==> src/rtl/conv_res_packer.sv <==
// conv_res_packer
//
// Packs signed 24-bit convolution results into 8-bit activations (optional
// ReLU, arithmetic right shift, saturation), assembles four bytes per 32-bit
// word (first byte in bits [7:0]) and buffers the words in a
// first-word-fall-through FIFO for the host.
//
// Handshake: a byte is accepted on every rising edge where in_valid=1.
// A word is popped on every rising edge where rd_en=1 and rd_valid=1;
// rd_en while rd_valid=0 is ignored. Push and pop may coincide, even when the
// FIFO is full.
//
// Ports
//   clk       single clock, all state changes on its rising edge
//   rst_ni    synchronous active-low reset (same effect as clear, higher priority)
//   in_valid  one conv result is present this cycle
//   in_data   signed 24-bit conv result
//   relu_en   1: ReLU + unsigned 8-bit clamp, 0: signed 8-bit clamp
//   shift     arithmetic right shift applied before saturation (capped at 23)
//   flush     push the partially filled word (no-op when nothing is pending)
//   clear     synchronous flush-and-discard of all state
//   rd_en     host pop request
//   rd_data   oldest FIFO word, 0 while empty
//   rd_valid  FIFO non-empty
//   full      FIFO holds DEPTH words
//   count     number of words held
//   overflow  sticky: a completed word was dropped because the FIFO was full

module conv_res_packer #(
    parameter int DEPTH = 8,
    parameter int CW    = $clog2(DEPTH) + 1
) (
    input  logic          clk,
    input  logic          rst_ni,
    input  logic          in_valid,
    input  logic [23:0]   in_data,
    input  logic          relu_en,
    input  logic [4:0]    shift,
    input  logic          flush,
    input  logic          clear,
    input  logic          rd_en,
    output logic [31:0]   rd_data,
    output logic          rd_valid,
    output logic          full,
    output logic [CW-1:0] count,
    output logic          overflow
);

    localparam int AW = $clog2(DEPTH);

    // ------------------------------------------------------------------
    // Byte path
    // ------------------------------------------------------------------
    logic [4:0]         sh_amt;
    logic signed [23:0] relu_val;
    logic signed [23:0] shifted;
    logic [7:0]         byte_val;

    always_comb begin
        // Shifting a 24-bit value by more than 23 only replicates the sign,
        // so capping at 23 gives the same result with a narrower shifter.
        sh_amt   = (shift > 5'd23) ? 5'd23 : shift;
        relu_val = (relu_en && in_data[23]) ? 24'sd0 : $signed(in_data);
        shifted  = relu_val >>> sh_amt;
    end

    always_comb begin
        byte_val = shifted[7:0];
        if (relu_en) begin
            // ReLU already removed negatives; only the upper bound matters.
            if (shifted > 24'sd255) begin
                byte_val = 8'hFF;
            end
        end else begin
            if (shifted > 24'sd127) begin
                byte_val = 8'h7F;
            end else if (shifted < -24'sd128) begin
                byte_val = 8'h80;
            end
        end
    end

    // ------------------------------------------------------------------
    // Word assembly
    // ------------------------------------------------------------------
    logic [1:0]  lane;
    logic [31:0] asm_word;
    logic [1:0]  lane_after;
    logic [31:0] merged;
    logic        word_done;
    logic        push_req;

    always_comb begin
        merged = asm_word;
        if (in_valid) begin
            case (lane)
                2'd0:    merged[7:0]   = byte_val;
                2'd1:    merged[15:8]  = byte_val;
                2'd2:    merged[23:16] = byte_val;
                default: merged[31:24] = byte_val;
            endcase
        end
    end

    // The incoming byte is inserted before flush is considered, so a flush
    // that coincides with the fourth byte pushes exactly one word, and a flush
    // with nothing pending pushes nothing.
    assign lane_after = lane + {1'b0, in_valid};
    assign word_done  = in_valid && (lane == 2'd3);
    assign push_req   = word_done || (flush && (lane_after != 2'd0));

    // ------------------------------------------------------------------
    // FIFO
    // ------------------------------------------------------------------
    logic [31:0]   mem [DEPTH];
    logic [AW-1:0] wr_ptr;
    logic [AW-1:0] rd_ptr;
    logic          pop;
    logic          push_ok;
    logic          drop;

    assign rd_valid = (count != '0);
    assign full     = (count == CW'(DEPTH));
    assign rd_data  = rd_valid ? mem[rd_ptr] : 32'd0;

    assign pop     = rd_en && rd_valid;
    // A pop on the same edge frees the head slot, so a push into a full FIFO
    // still succeeds; when full, wr_ptr equals rd_ptr and the new word lands
    // in the slot being vacated, becoming the tail.
    assign push_ok = push_req && (!full || pop);
    assign drop    = push_req && full && !pop;

    // Storage is deliberately left out of reset; rd_data is masked while empty.
    always_ff @(posedge clk) begin
        if (rst_ni && !clear && push_ok) begin
            mem[wr_ptr] <= merged;
        end
    end

    always_ff @(posedge clk) begin
        if (!rst_ni || clear) begin
            lane     <= 2'd0;
            asm_word <= 32'd0;
            wr_ptr   <= '0;
            rd_ptr   <= '0;
            count    <= '0;
            overflow <= 1'b0;
        end else begin
            // Assembly register: a push (accepted or dropped) always restarts
            // the next word at lane 0.
            if (push_req) begin
                lane     <= 2'd0;
                asm_word <= 32'd0;
            end else if (in_valid) begin
                lane     <= lane_after;
                asm_word <= merged;
            end

            if (push_ok) begin
                wr_ptr <= wr_ptr + AW'(1);
            end
            if (pop) begin
                rd_ptr <= rd_ptr + AW'(1);
            end

            case ({push_ok, pop})
                2'b10:   count <= count + CW'(1);
                2'b01:   count <= count - CW'(1);
                default: count <= count;
            endcase

            if (drop) begin
                overflow <= 1'b1;
            end
        end
    end

endmodule

==> config.mk <==
export PLATFORM = sky130hd
export DESIGN_NAME = conv_res_packer
export DESIGN_NICKNAME = d
export VERILOG_FILES = /design/src/rtl/conv_res_packer.sv
export SDC_FILE = /design/constraint.sdc
export NUM_CORES = 1
export LEC_CHECK = 0
export ABC_AREA = 1
export ABC_CLOCK_PERIOD_IN_PS = 9320
export CORE_MARGIN = 2
export CORE_UTILIZATION = 35
export DETAILED_ROUTE_END_ITERATION = 10
export GPL_TIMING_DRIVEN = 0
export SLEW_MARGIN = 20
export SYNTH_ARGS = -nofsm -noshare
export SYNTH_HDL_FRONTEND = slang
export SYNTH_SLANG_ARGS = --single-unit
==> constraint.sdc <==
create_clock -name clk -period 9.32 [get_ports clk]
set_input_delay 1.864 -clock clk [delete_from_list [all_inputs] [get_ports clk]]
set_output_delay 1.864 -clock clk [all_outputs]
set_load 0.02 [all_outputs]
==> metrics, run 1 <==
status=finished clean; Syn. warnings=0; clk slew on worst S/H paths=0.06 ns; final setup fails=0; Starting Density=35.4%; Synth-to-Final Area Change=18.8%; Syn Inst Count=1,382; CP max stage delay=0.64 ns; Setup TNS=0 ns; main flop type after synthesis=edfxtp_1; count of different cell masters after synthesis=40; first-pass GRT wire length=55,400 um; clk_skew=0.0125 ns; Routed wire per std cell=17.2 um; Clk Latency, worst-skew pair=0.56 ns; number of setup buffers added after CTS=0; number of CTS-inserted buffers=29; largest net degree at the start of global routing=20; Cell Chain, Critical Path=clkbuf_1 -> clkbuf_1 -> clkbuf_1 -> nor2_1 -> nor2_1 -> o21ai_0 -> a31oi_1 -> clkdlybuf4s50_1; TritonCTS clock tree=yes; Worst Setup End Kind=output pin; worst-path fanout max=10; Die Width=202 um; H-Tree Depth=1; Post-synth EDFFs=256; grt ovf=0; CTS Buffer Depth=3; Worst Setup Slack, final=3.68 ns; DRT antenna net count=0; Hold Fails Final Rpt=0; initial antenna violation count=1; fraction of registers with async set or reset after synthesis=0%; Core Box Area=38,600 um^2; vias in the first global route=9,813; Pre-Repair DR Iteration Count=5; Final Instance Area=16,300 um^2; Tmin final=5.64 ns; # nets final=1,547; Worst slew margin=41.7%; Pins Over Slew Limit=0; cell mode on critical path=clkbuf_1; routed vias=10,300; final worst path period share=60.5%; gr usage total=17.2%; GP Congestion=0.865; Row Count=72; RSZ-0062 raised after global routing=no; total of max-cap violations=0; Worst VDD drop=0.000152 V; Slew @ Worst Pin=0.870 ns; power density over the cells=180 nW/um^2; layout cells sized above 1=9.82%; DRC errors left=0; CTS sink cnt=304; Synth Cell Area=13,700 um^2; Fill cells=3,677; Ports=75; leakage=6.11 nW; die area=40,700 um^2; Detail Placement HPWL=25,200 um; final WL=35,300 um; CP arrival=3.78 ns; Crit Path Category=register to output pin; #FFs+latches synth=304; number of port buffers=73; fmax=177 MHz; Syn Nets=1,424; placed inst area=15,300 um^2; drt initial violations=739; CP max-delay cell=clkdlybuf4s50_1; average size of a mapped cell=9.90 um^2; Die Y-Extent=202 um; Vias/cell=5.01; hold_buf cts=0; register area share after synthesis=63.2%; CTS Root Cell=clkbuf_16; min-delay worst type=register to register; CP Data Required Time=7.46 ns; dpl ws=3.74 ns; CTS resizes=0; CP Launch Type=register
==> logic make-up (layout without fill, tap and decap cells) <==
| logic type | count (synthesis) | count (layout) | share of synthesized area [%] |
|---|---|---|---|
| other | 0 | 1 | 0 |
| flip-flops | 304 | 304 | 63.2 |
| buffers and inverters | 149 | 295 | 4.71 |
| AO/OA/AOI/OAI | 285 | 285 | 11.3 |
| AND/OR/NAND/NOR | 635 | 635 | 20.0 |
| adder cells (fa/ha/maj) | 6 | 6 | 0.604 |
| XOR/XNOR | 3 | 3 | 0.192 |
==> per-stage QoR <==
step / std cells / hold WS [ns] / total power [mW] / utilization, %
2_1_floorplan: 1382 / 0.433 / 1.70 / -
3_3_place_gp: 1973 / 0.455 / 1.82 / 39.0
3_5_place_dp: 1992 / 0.460 / 1.82 / 39.7
4_1_cts: 2046 / 0.475 / 2.95 / 42.1
5_1_grt: 2046 / 0.524 / 3.03 / 42.1
6_report: 2047 / 0.473 / 2.93 / 42.1
==> Yosys cell counts, types with 8 or more instances <==
cell      count  share of area, %
buf_1         8              0.22
o22ai_1      33               1.5
a21oi_1      20              0.73
or2_2        21              0.96
nor2_1      264               7.2
clkbuf_1     46               1.3
dfxtp_1      48               7.0
nand2_2      18              0.82
edfxtp_1    256                56
nand2_1     212               5.8
nand3_1      88               3.2
buf_2         8              0.29
inv_1        70               1.9
nor3_1        9              0.33
o21ai_1       9              0.33
a31oi_1      33               1.5
o21ai_0     181               6.6
==> worst max-delay path: cells and delay by family (launching register included) <==
| kind | cells | cell delay [ns] |
|---|---|---|
| flops | 1 | 0.45 |
| compound gates | 2 | 0.36 |
| simple gates | 2 | 0.21 |
| buf+inv | 4 | 2.19 |
==> path summary, 6_finish.rpt <==
path | from | to | slack, ns | cells after the start
max | register | rd_data[28] | 3.68 | 8
min | rd_ptr[2] | rd_ptr[2] | 0.47 | 2
max reg2reg | lane[1] | mem[6][11] | 5.90 | 12
min reg2reg | rd_ptr[2] | rd_ptr[2] | 0.47 | 2
==> layout by cell type, fill, tap and decap left out, drive strengths merged <==
| cell | instances |
|---|---|
| o22ai | 33 |
| buf | 46 |
| nand3b | 1 |
| ha | 5 |
| a31oi | 33 |
| clkbuf | 87 |
| nand3 | 90 |
| fa | 1 |
| nor2 | 270 |
| clkinv | 9 |
| o21a | 1 |
| and2 | 3 |
| diode | 1 |
| clkinvlp | 3 |
| xnor2 | 1 |
| clkdlybuf4s50 | 73 |
| bufinv | 1 |
| nand4 | 7 |
| xor2 | 2 |
| o211ai | 5 |
| dfxtp | 48 |
| edfxtp | 256 |
| nand2 | 234 |
| a211oi | 1 |
| a21oi | 21 |
| nor3 | 9 |
| o21ai | 191 |
| inv | 76 |
| or2 | 21 |
==> power by group <==
group	switching, mW	leakage [nW]	internal (mW)	total [mW]
combinational	0.208	2.92	0.111	0.319
clock	0.496	0.450	0.642	1.14
sequential	0.00380	2.75	1.47	1.48
==> registers in the layout, indices dropped and copies added, names as in the netlist, named ones only <==
name and flops:
count 4, rd_ptr 3, overflow 1, lane 2, asm_word 32, mem 256, wr_ptr 3
==> area by class of cell <==
class                   instances  area (um^2)  share of cell area (%)
multi-input cells             929         4440                    27.3
diodes                          1         2.50                  0.0154
clock inverters                13          101                   0.623
repair buffers                 92          953                    5.86
plain buffers                  73          352                    2.16
inverters                      76          293                    1.80
well taps                     518          648                    3.99
clock buffers                  41          821                    5.05
flip-flops and latches        304         8650                    53.2
==> layer usage <==
metal  track usage, %  vias up  share of wire, %
met2             30.1      300                49
met4             4.02        0               1.7
li1                 -     5034                 -
met3             1.83       38               5.3
met5                0        -                 0
met1             23.0     4887                44
Power figures use the tool's default switching activity.
==> inputs of run 2 (changes only) <==
--- a/config.mk
+++ b/config.mk
@@ -6,7 +6,7 @@
 export NUM_CORES = 1
 export LEC_CHECK = 0
 export ABC_AREA = 1
-export ABC_CLOCK_PERIOD_IN_PS = 9320
+export ABC_CLOCK_PERIOD_IN_PS = 4700
 export CORE_MARGIN = 2
 export CORE_UTILIZATION = 35
 export DETAILED_ROUTE_END_ITERATION = 10
==> constraint.sdc (replaced) <==
create_clock -name clk -period 4.7 [get_ports clk]
set_input_delay 0.94 -clock clk [delete_from_list [all_inputs] [get_ports clk]]
set_output_delay 0.94 -clock clk [all_outputs]
set_load 0.02 [all_outputs]
==> run 2 against run 1 <==
Net effect: design area is essentially flat; first-iteration DRC count decreased by 6.9%; combinational power increased by 98%; sequential power grew 98%; largest cell class unchanged; critical path depth unchanged; setup slack lost 3.5 ns; highest routed layer unchanged; critical path type unchanged; routed wire length hardly changed; die area did not move; via count hardly changed; clock-buffer cell count did not move.
==> metrics, run 2 (synthesis results as in run 1) <==
Hold Fails Final Rpt=0 (unchanged); CP Data Required Time=3.76 ns (was 7.46 ns); Detail Placement HPWL=25,200 um (unchanged); Starting Density=35.4% (unchanged); H-Tree Depth=1 (unchanged); leading cell type in the layout, fill and taps excluded=nor2_1 (unchanged); worst-path fanout max=10 (unchanged); cells on worst reg2reg path=12 (unchanged); Cell Chain, Critical Path=clkbuf_1 -> clkbuf_1 -> clkbuf_2 -> nor2_1 -> nor2_1 -> o21ai_0 -> a31oi_1 -> clkdlybuf4s50_1 (was clkbuf_1 -> clkbuf_1 -> clkbuf_1 -> nor2_1 -> nor2_1 -> o21ai_0 -> a31oi_1 -> clkdlybuf4s50_1); total of max-cap violations=0 (unchanged); Fill cells=3,677 (unchanged); clk_skew=0.0107 ns (was 0.0125 ns); first-pass GRT wire length=55,300 um (was 55,400 um); number of CTS-inserted buffers=29 (unchanged); number of setup buffers added after CTS=0 (unchanged); max reg flops=256 (unchanged); gr usage total=17.2% (about the same); RSZ-0062 raised after global routing=no (unchanged); drt initial violations=688 (was 739); top sig layer=met4 (unchanged); grt ovf=0 (unchanged); most frequent cells in the layout=260 x nor2_1, 256 x edfxtp_1, 212 x nand2_1 (unchanged); final worst path period share=95.2%; Tmin final=4.47 ns; status=finished clean (unchanged); Worst VDD drop=0.000301 V (was 0.000152 V); layout cells sized above 1=10.1% (was 9.82%); Core Box Area=38,600 um^2 (unchanged); initial antenna violation count=1 (unchanged); Row Count=72 (unchanged); hold path cells=2 (unchanged); Worst Setup End Kind=output pin (unchanged); PnR Total Power=5.81 mW (was 2.93 mW); DRC errors left=0 (unchanged); Ports=75 (unchanged); final setup fails=0 (unchanged); largest net degree at the start of global routing=20 (unchanged); number of port buffers=73 (unchanged); sw power=1.40 mW (was 0.707 mW); Clock power frac=38.8% (about the same); routed vias=10,300 (about the same); DRT antenna net count=0 (unchanged); Buf+Inv Stages, Crit Path=4 (unchanged); CP max-delay cell=clkdlybuf4s50_1 (unchanged); worst r2r src=lane[1] (unchanged); CTS sink cnt=304 (unchanged); Pre-Repair DR Iteration Count=6 (was 5); TritonCTS clock tree=yes (unchanged); leakage=6.13 nW (was 6.11 nW); Final Instance Count excl. Fillers=2,047 (unchanged); GP Congestion=0.865 (unchanged); die area=40,700 um^2 (unchanged); sequential share of power=50.4% (was 50.3%); met2 WL=17,300 um (about the same); Pins Over Slew Limit=0 (unchanged); Regs by FF count=mem x256, asm_word x32, count x4 (unchanged); power density over the cells=357 nW/um^2 (was 180 nW/um^2); worst reg2reg setup slack=1.28 ns (was 5.90 ns); Slew @ Worst Pin=0.865 ns (was 0.870 ns); met3 wire length=1830 um (was 1870 um); CP max stage delay=0.64 ns (about the same); Clk Latency, worst-skew pair=0.56 ns (about the same); top cell family by delay on the critical path=buffers and inverters (unchanged); fin util=42.1% (about the same); placed insts=1,992 (unchanged); Hold Slack=0.472 ns (was 0.473 ns); vias in the first global route=9,811 (was 9,813); Worst Min Path Start=rd_ptr[2] (unchanged); Synth-to-Final Area Change=18.9% (was 18.8%); Die Y-Extent=202 um (unchanged); Die Width=202 um (unchanged); Vias/cell=5.01 (about the same); reg2reg end=mem[6][11] (unchanged); clk slew on worst S/H paths=0.06 ns (about the same); CP arrival=3.53 ns (was 3.78 ns); met1 WL=15,500 um (about the same); Routed wire per std cell=17.2 um (about the same); Worst slew margin=42.0% (was 41.7%); # nets final=1,547 (unchanged); min-delay worst type=register to register (unchanged); P_int=4.41 mW (was 2.22 mW); Top reg by flops=mem (unchanged); CTS Root Cell=clkbuf_16 (unchanged); final WL=35,300 um (about the same); Crit Path Category=register to output pin (unchanged); Comb pwr share=10.9% (about the same); CP Launch Type=register (unchanged); switch share=24.1% (about the same); fmax=224 MHz; CTS Buffer Depth=3 (unchanged)
## run 2: tightest hold or removal path, delay by kind of cell, from the launching register on
| kind | cells | cell delay, ns |
|---|---|---|
| buffers and inverters | 1 | 0.05 |
| DFF | 1 | 0.31 |
| AOI/OAI and AO/OA | 1 | 0.06 |
## run 2: how the worst max path moves through the flow
stage / startpoint / to / slack (ns) / depth (start not counted)
floorplan: in_valid / mem[6][0] / -0.003 / 10
global placement: in_valid / mem[2][13] / -3.10 / 11
detailed placement: in_valid / mem[6][9] / 0.05 / 13
CTS: register / rd_data[25] / 0.04 / 9
global route: register / rd_data[28] / 0.05 / 8
finish: register / rd_data[28] / 0.23 / 8
## run 2: metrics by stage
stage | setup TNS, ns | instance area, um^2 | setup slack, ns
after floorplan | -0.434 | 13700 | -0.00346
after global placement | -533.90 | 15100 | -3.10
after detailed placement | 0 | 15300 | 0.0457
after CTS | 0 | 16300 | 0.0440
after global routing | 0 | 16300 | 0.0471
final | 0 | 16300 | 0.227
## run 2: area by class of cell
cell class / instances / area, um^2 / area share (%)
inverters: 76 / 293 / 1.80
diodes: 1 / 2.50 / 0.0154
plain buffers: 73 / 357 / 2.19
multi-input cells: 929 / 4440 / 27.3
clock inverters: 13 / 101 / 0.623
well taps: 518 / 648 / 3.99
flip-flops and latches: 304 / 8650 / 53.2
clock buffers: 41 / 821 / 5.05
repair buffers: 92 / 953 / 5.86
## run 2: metal layers
layer / up-vias / global-route usage (%)
li1: 5032 / -
met1: 4916 / 23.0
met2: 271 / 30.1
met3: 36 / 1.83
met4: 0 / 4.02
met5: - / 0
## run 2: repair_timing
item | 4_1_cts | 5_1_grt
resized for setup | 2 | 4
hold buffers | 0 | 0
endpoints found under the setup margin | 3 | 15
## run 2: power groups by stage
| stage | sequential, mW | combinational, mW | clock (mW) |
|---|---|---|---|
| after global routing | 2.93 | 0.699 | 2.39 |
| final | 2.93 | 0.633 | 2.25 |
| after detailed placement | 2.98 | 0.633 | 0 |
| after global placement | 2.99 | 0.623 | 0 |
| after floorplan | 2.98 | 0.393 | 0 |
| after CTS | 2.93 | 0.635 | 2.29 |
==> inputs of run 3 (changes only) <==
--- a/config.mk
+++ b/config.mk
@@ -7,6 +7,7 @@
 export LEC_CHECK = 0
 export ABC_AREA = 1
 export ABC_CLOCK_PERIOD_IN_PS = 4700
+export CORE_ASPECT_RATIO = 0.7
 export CORE_MARGIN = 2
 export CORE_UTILIZATION = 35
 export DETAILED_ROUTE_END_ITERATION = 10
==> run 3 against run 2 <==
Net effect: register-to-register slack worse by 0.03 ns; sequential share of layout area shrank 0.15 points; utilization increased by 0.27 points; clock power hardly changed; setup slack lost 0.029 ns; critical endpoint is now rd_data[31]; highest routed layer unchanged.
==> metrics, run 3 (synthesis results as in run 1) <==
Regs by FF count=mem x256, asm_word x32, count x4 (unchanged); Tmin final=4.50 ns (was 4.47 ns); switch share=24.2% (was 24.1%); worst reg2reg setup slack=1.25 ns (was 1.28 ns); number of CTS-inserted buffers=29 (unchanged); Row Count=60 (was 72); Hold Fails Final Rpt=0 (unchanged); placed insts=2,005 (was 1,992); Final Instance Count excl. Fillers=2,057 (was 2,047); worst-path fanout max=10 (unchanged); dpl ws=0.0162 ns (was 0.0457 ns); Worst slew margin=41.8% (was 42.0%); Die Y-Extent=169 um (was 202 um); die area=40,700 um^2 (about the same); fmax=222 MHz (was 224 MHz); Worst VDD drop=0.000298 V (was 0.000301 V); Worst Setup End Kind=output pin (unchanged); Top reg by flops=mem (unchanged); Slew @ Worst Pin=0.866 ns (was 0.865 ns); Crit Path Category=register to output pin (unchanged); Clock power frac=38.5% (was 38.8%); grt ovf=0 (unchanged); Pins Over Slew Limit=0 (unchanged); min-delay worst type=register to register (unchanged); sw power=1.41 mW (was 1.40 mW); Hold Path Sink=rd_ptr[2]; worst r2r src=lane[1] (unchanged); total of max-cap violations=0 (unchanged); DRC errors left=0 (unchanged); Detail Placement HPWL=26,200 um (was 25,200 um); CP arrival=3.56 ns (was 3.53 ns); RSZ-0062 raised after global routing=no (unchanged); Antenna diodes=0 (was 1); GP Congestion=0.880 (was 0.865); CTS sink cnt=304 (unchanged); fin util=42.3% (was 42.1%); clk_skew=0.00721 ns (was 0.0107 ns); number of port buffers=73 (unchanged); Comb pwr share=11.1% (was 10.9%); Pre-Repair DR Iteration Count=6 (unchanged); sequential share of power=50.4% (about the same); gr usage total=18.3% (was 17.2%); final WL=37,000 um (was 35,300 um); Ports=75 (unchanged); most frequent cells in the layout=260 x nor2_1, 256 x edfxtp_1, 212 x nand2_1 (unchanged); power density over the cells=356 nW/um^2 (was 357 nW/um^2); status=finished clean (unchanged); cells on worst reg2reg path=13 (was 12); TritonCTS clock tree=yes (unchanged); CTS Root Cell=clkbuf_16 (unchanged); Worst Setup Slack, final=0.199 ns (was 0.227 ns); P_int=4.40 mW (was 4.41 mW); Clk Latency, worst-skew pair=0.55 ns (was 0.56 ns); DRT antenna net count=0 (unchanged); Fill cells=3,716 (was 3,677); reg2reg end=mem[0][10] (was mem[6][11]); largest net degree at the start of global routing=21 (was 20); routed vias=10,400 (was 10,300); final worst path period share=95.8% (was 95.2%); Routed wire per std cell=18.0 um (was 17.2 um); Starting Density=35.5% (was 35.4%); Core Box Area=38,500 um^2 (was 38,600 um^2); CTS Buffer Depth=3 (unchanged); layout cells sized above 1=9.80% (was 10.1%); initial antenna violation count=0 (was 1); leading cell type in the layout, fill and taps excluded=nor2_1 (unchanged); hold path cells=2 (unchanged); leakage=6.14 nW (was 6.13 nW); CP Launch Type=register (unchanged); Die Width=240 um (was 202 um); Setup TNS=0 ns (unchanged); FF+latch area=8650 um^2 (unchanged); CP Data Required Time=3.76 ns (about the same); Vias/cell=5.06 (was 5.01); vias in the first global route=10,000 (was 9,811); first-pass GRT wire length=57,400 um (was 55,300 um); clk slew on worst S/H paths=0.06 ns (about the same); final setup fails=0 (unchanged); Synth-to-Final Area Change=19.2% (was 18.9%); area occupied by multi-input gates=4440 um^2 (unchanged); H-Tree Depth=1 (unchanged); max reg flops=256 (unchanged); # nets final=1,551 (was 1,547); drt initial violations=1,030 (was 688); Worst Min Path Start=rd_ptr[2] (unchanged)
-- run 3: power groups by stage --
stage	sequential, mW	clock, mW	combinational, mW
finish	2.93	2.23	0.643
global route	2.93	2.38	0.711
CTS	2.93	2.27	0.640
detailed placement	2.98	0	0.637
global placement	2.98	0	0.629
floorplan	2.98	0	0.393
-- run 3: per-layer routing --
| layer | share of wire, % | global-route usage [%] |
|---|---|---|
| met5 | 0 | 0 |
| met3 | 6.7 | 3.38 |
| met1 | 49 | 27.8 |
| met4 | 1.7 | 3.27 |
| met2 | 43 | 27.5 |
-- run 3: worst max path at each step --
| stage | endpoint | cells past startpoint | slack [ns] |
|---|---|---|---|
| global placement | mem[2][9] | 11 | -3.45 |
| finish | rd_data[31] | 8 | 0.20 |
| floorplan | mem[6][0] | 10 | -0.003 |
| detailed placement | mem[0][9] | 14 | 0.02 |
| CTS | rd_data[29] | 9 | 0.11 |
| global route | rd_data[29] | 9 | 0.04 |
-- run 3: final cells by class --
type,instances,share of cell area (%)
clock inverters,6,0.338
multi-input cells,929,27.2
well taps,527,4.04
inverters,76,1.80
plain buffers,73,2.19
flip-flops and latches,304,53.0
clock buffers,46,5.09
repair buffers,96,6.30
-- run 3: worst max-delay path, stage by stage, from the launching register on --
cell             delay [ns]
dfxtp_1                0.34
inv_1                  0.09
clkbuf_1               0.47
clkbuf_1               0.61
nor2_1                 0.09
o22ai_1                0.22
o21ai_0                0.13
a31oi_1                0.35
clkdlybuf4s50_1        0.69
-- run 3: per-stage QoR --
step	area, um^2	hold slack (ns)	power [mW]
finish	16300	0.470	5.80
global route	16300	0.498	6.02
CTS	16300	0.474	5.84
detailed placement	15400	0.460	3.62
global placement	15100	0.454	3.61
floorplan	13700	0.433	3.38
-- run 3: repair_timing --
| item | in CTS | in global routing |
|---|---|---|
| hold buffers | 0 | 0 |
| resized for setup | 3 | 4 |
| setup endpoints to repair | 12 | 7 |
| buffers inserted | 0 | 0 |
| hold endpoints to repair | 0 | 0 |
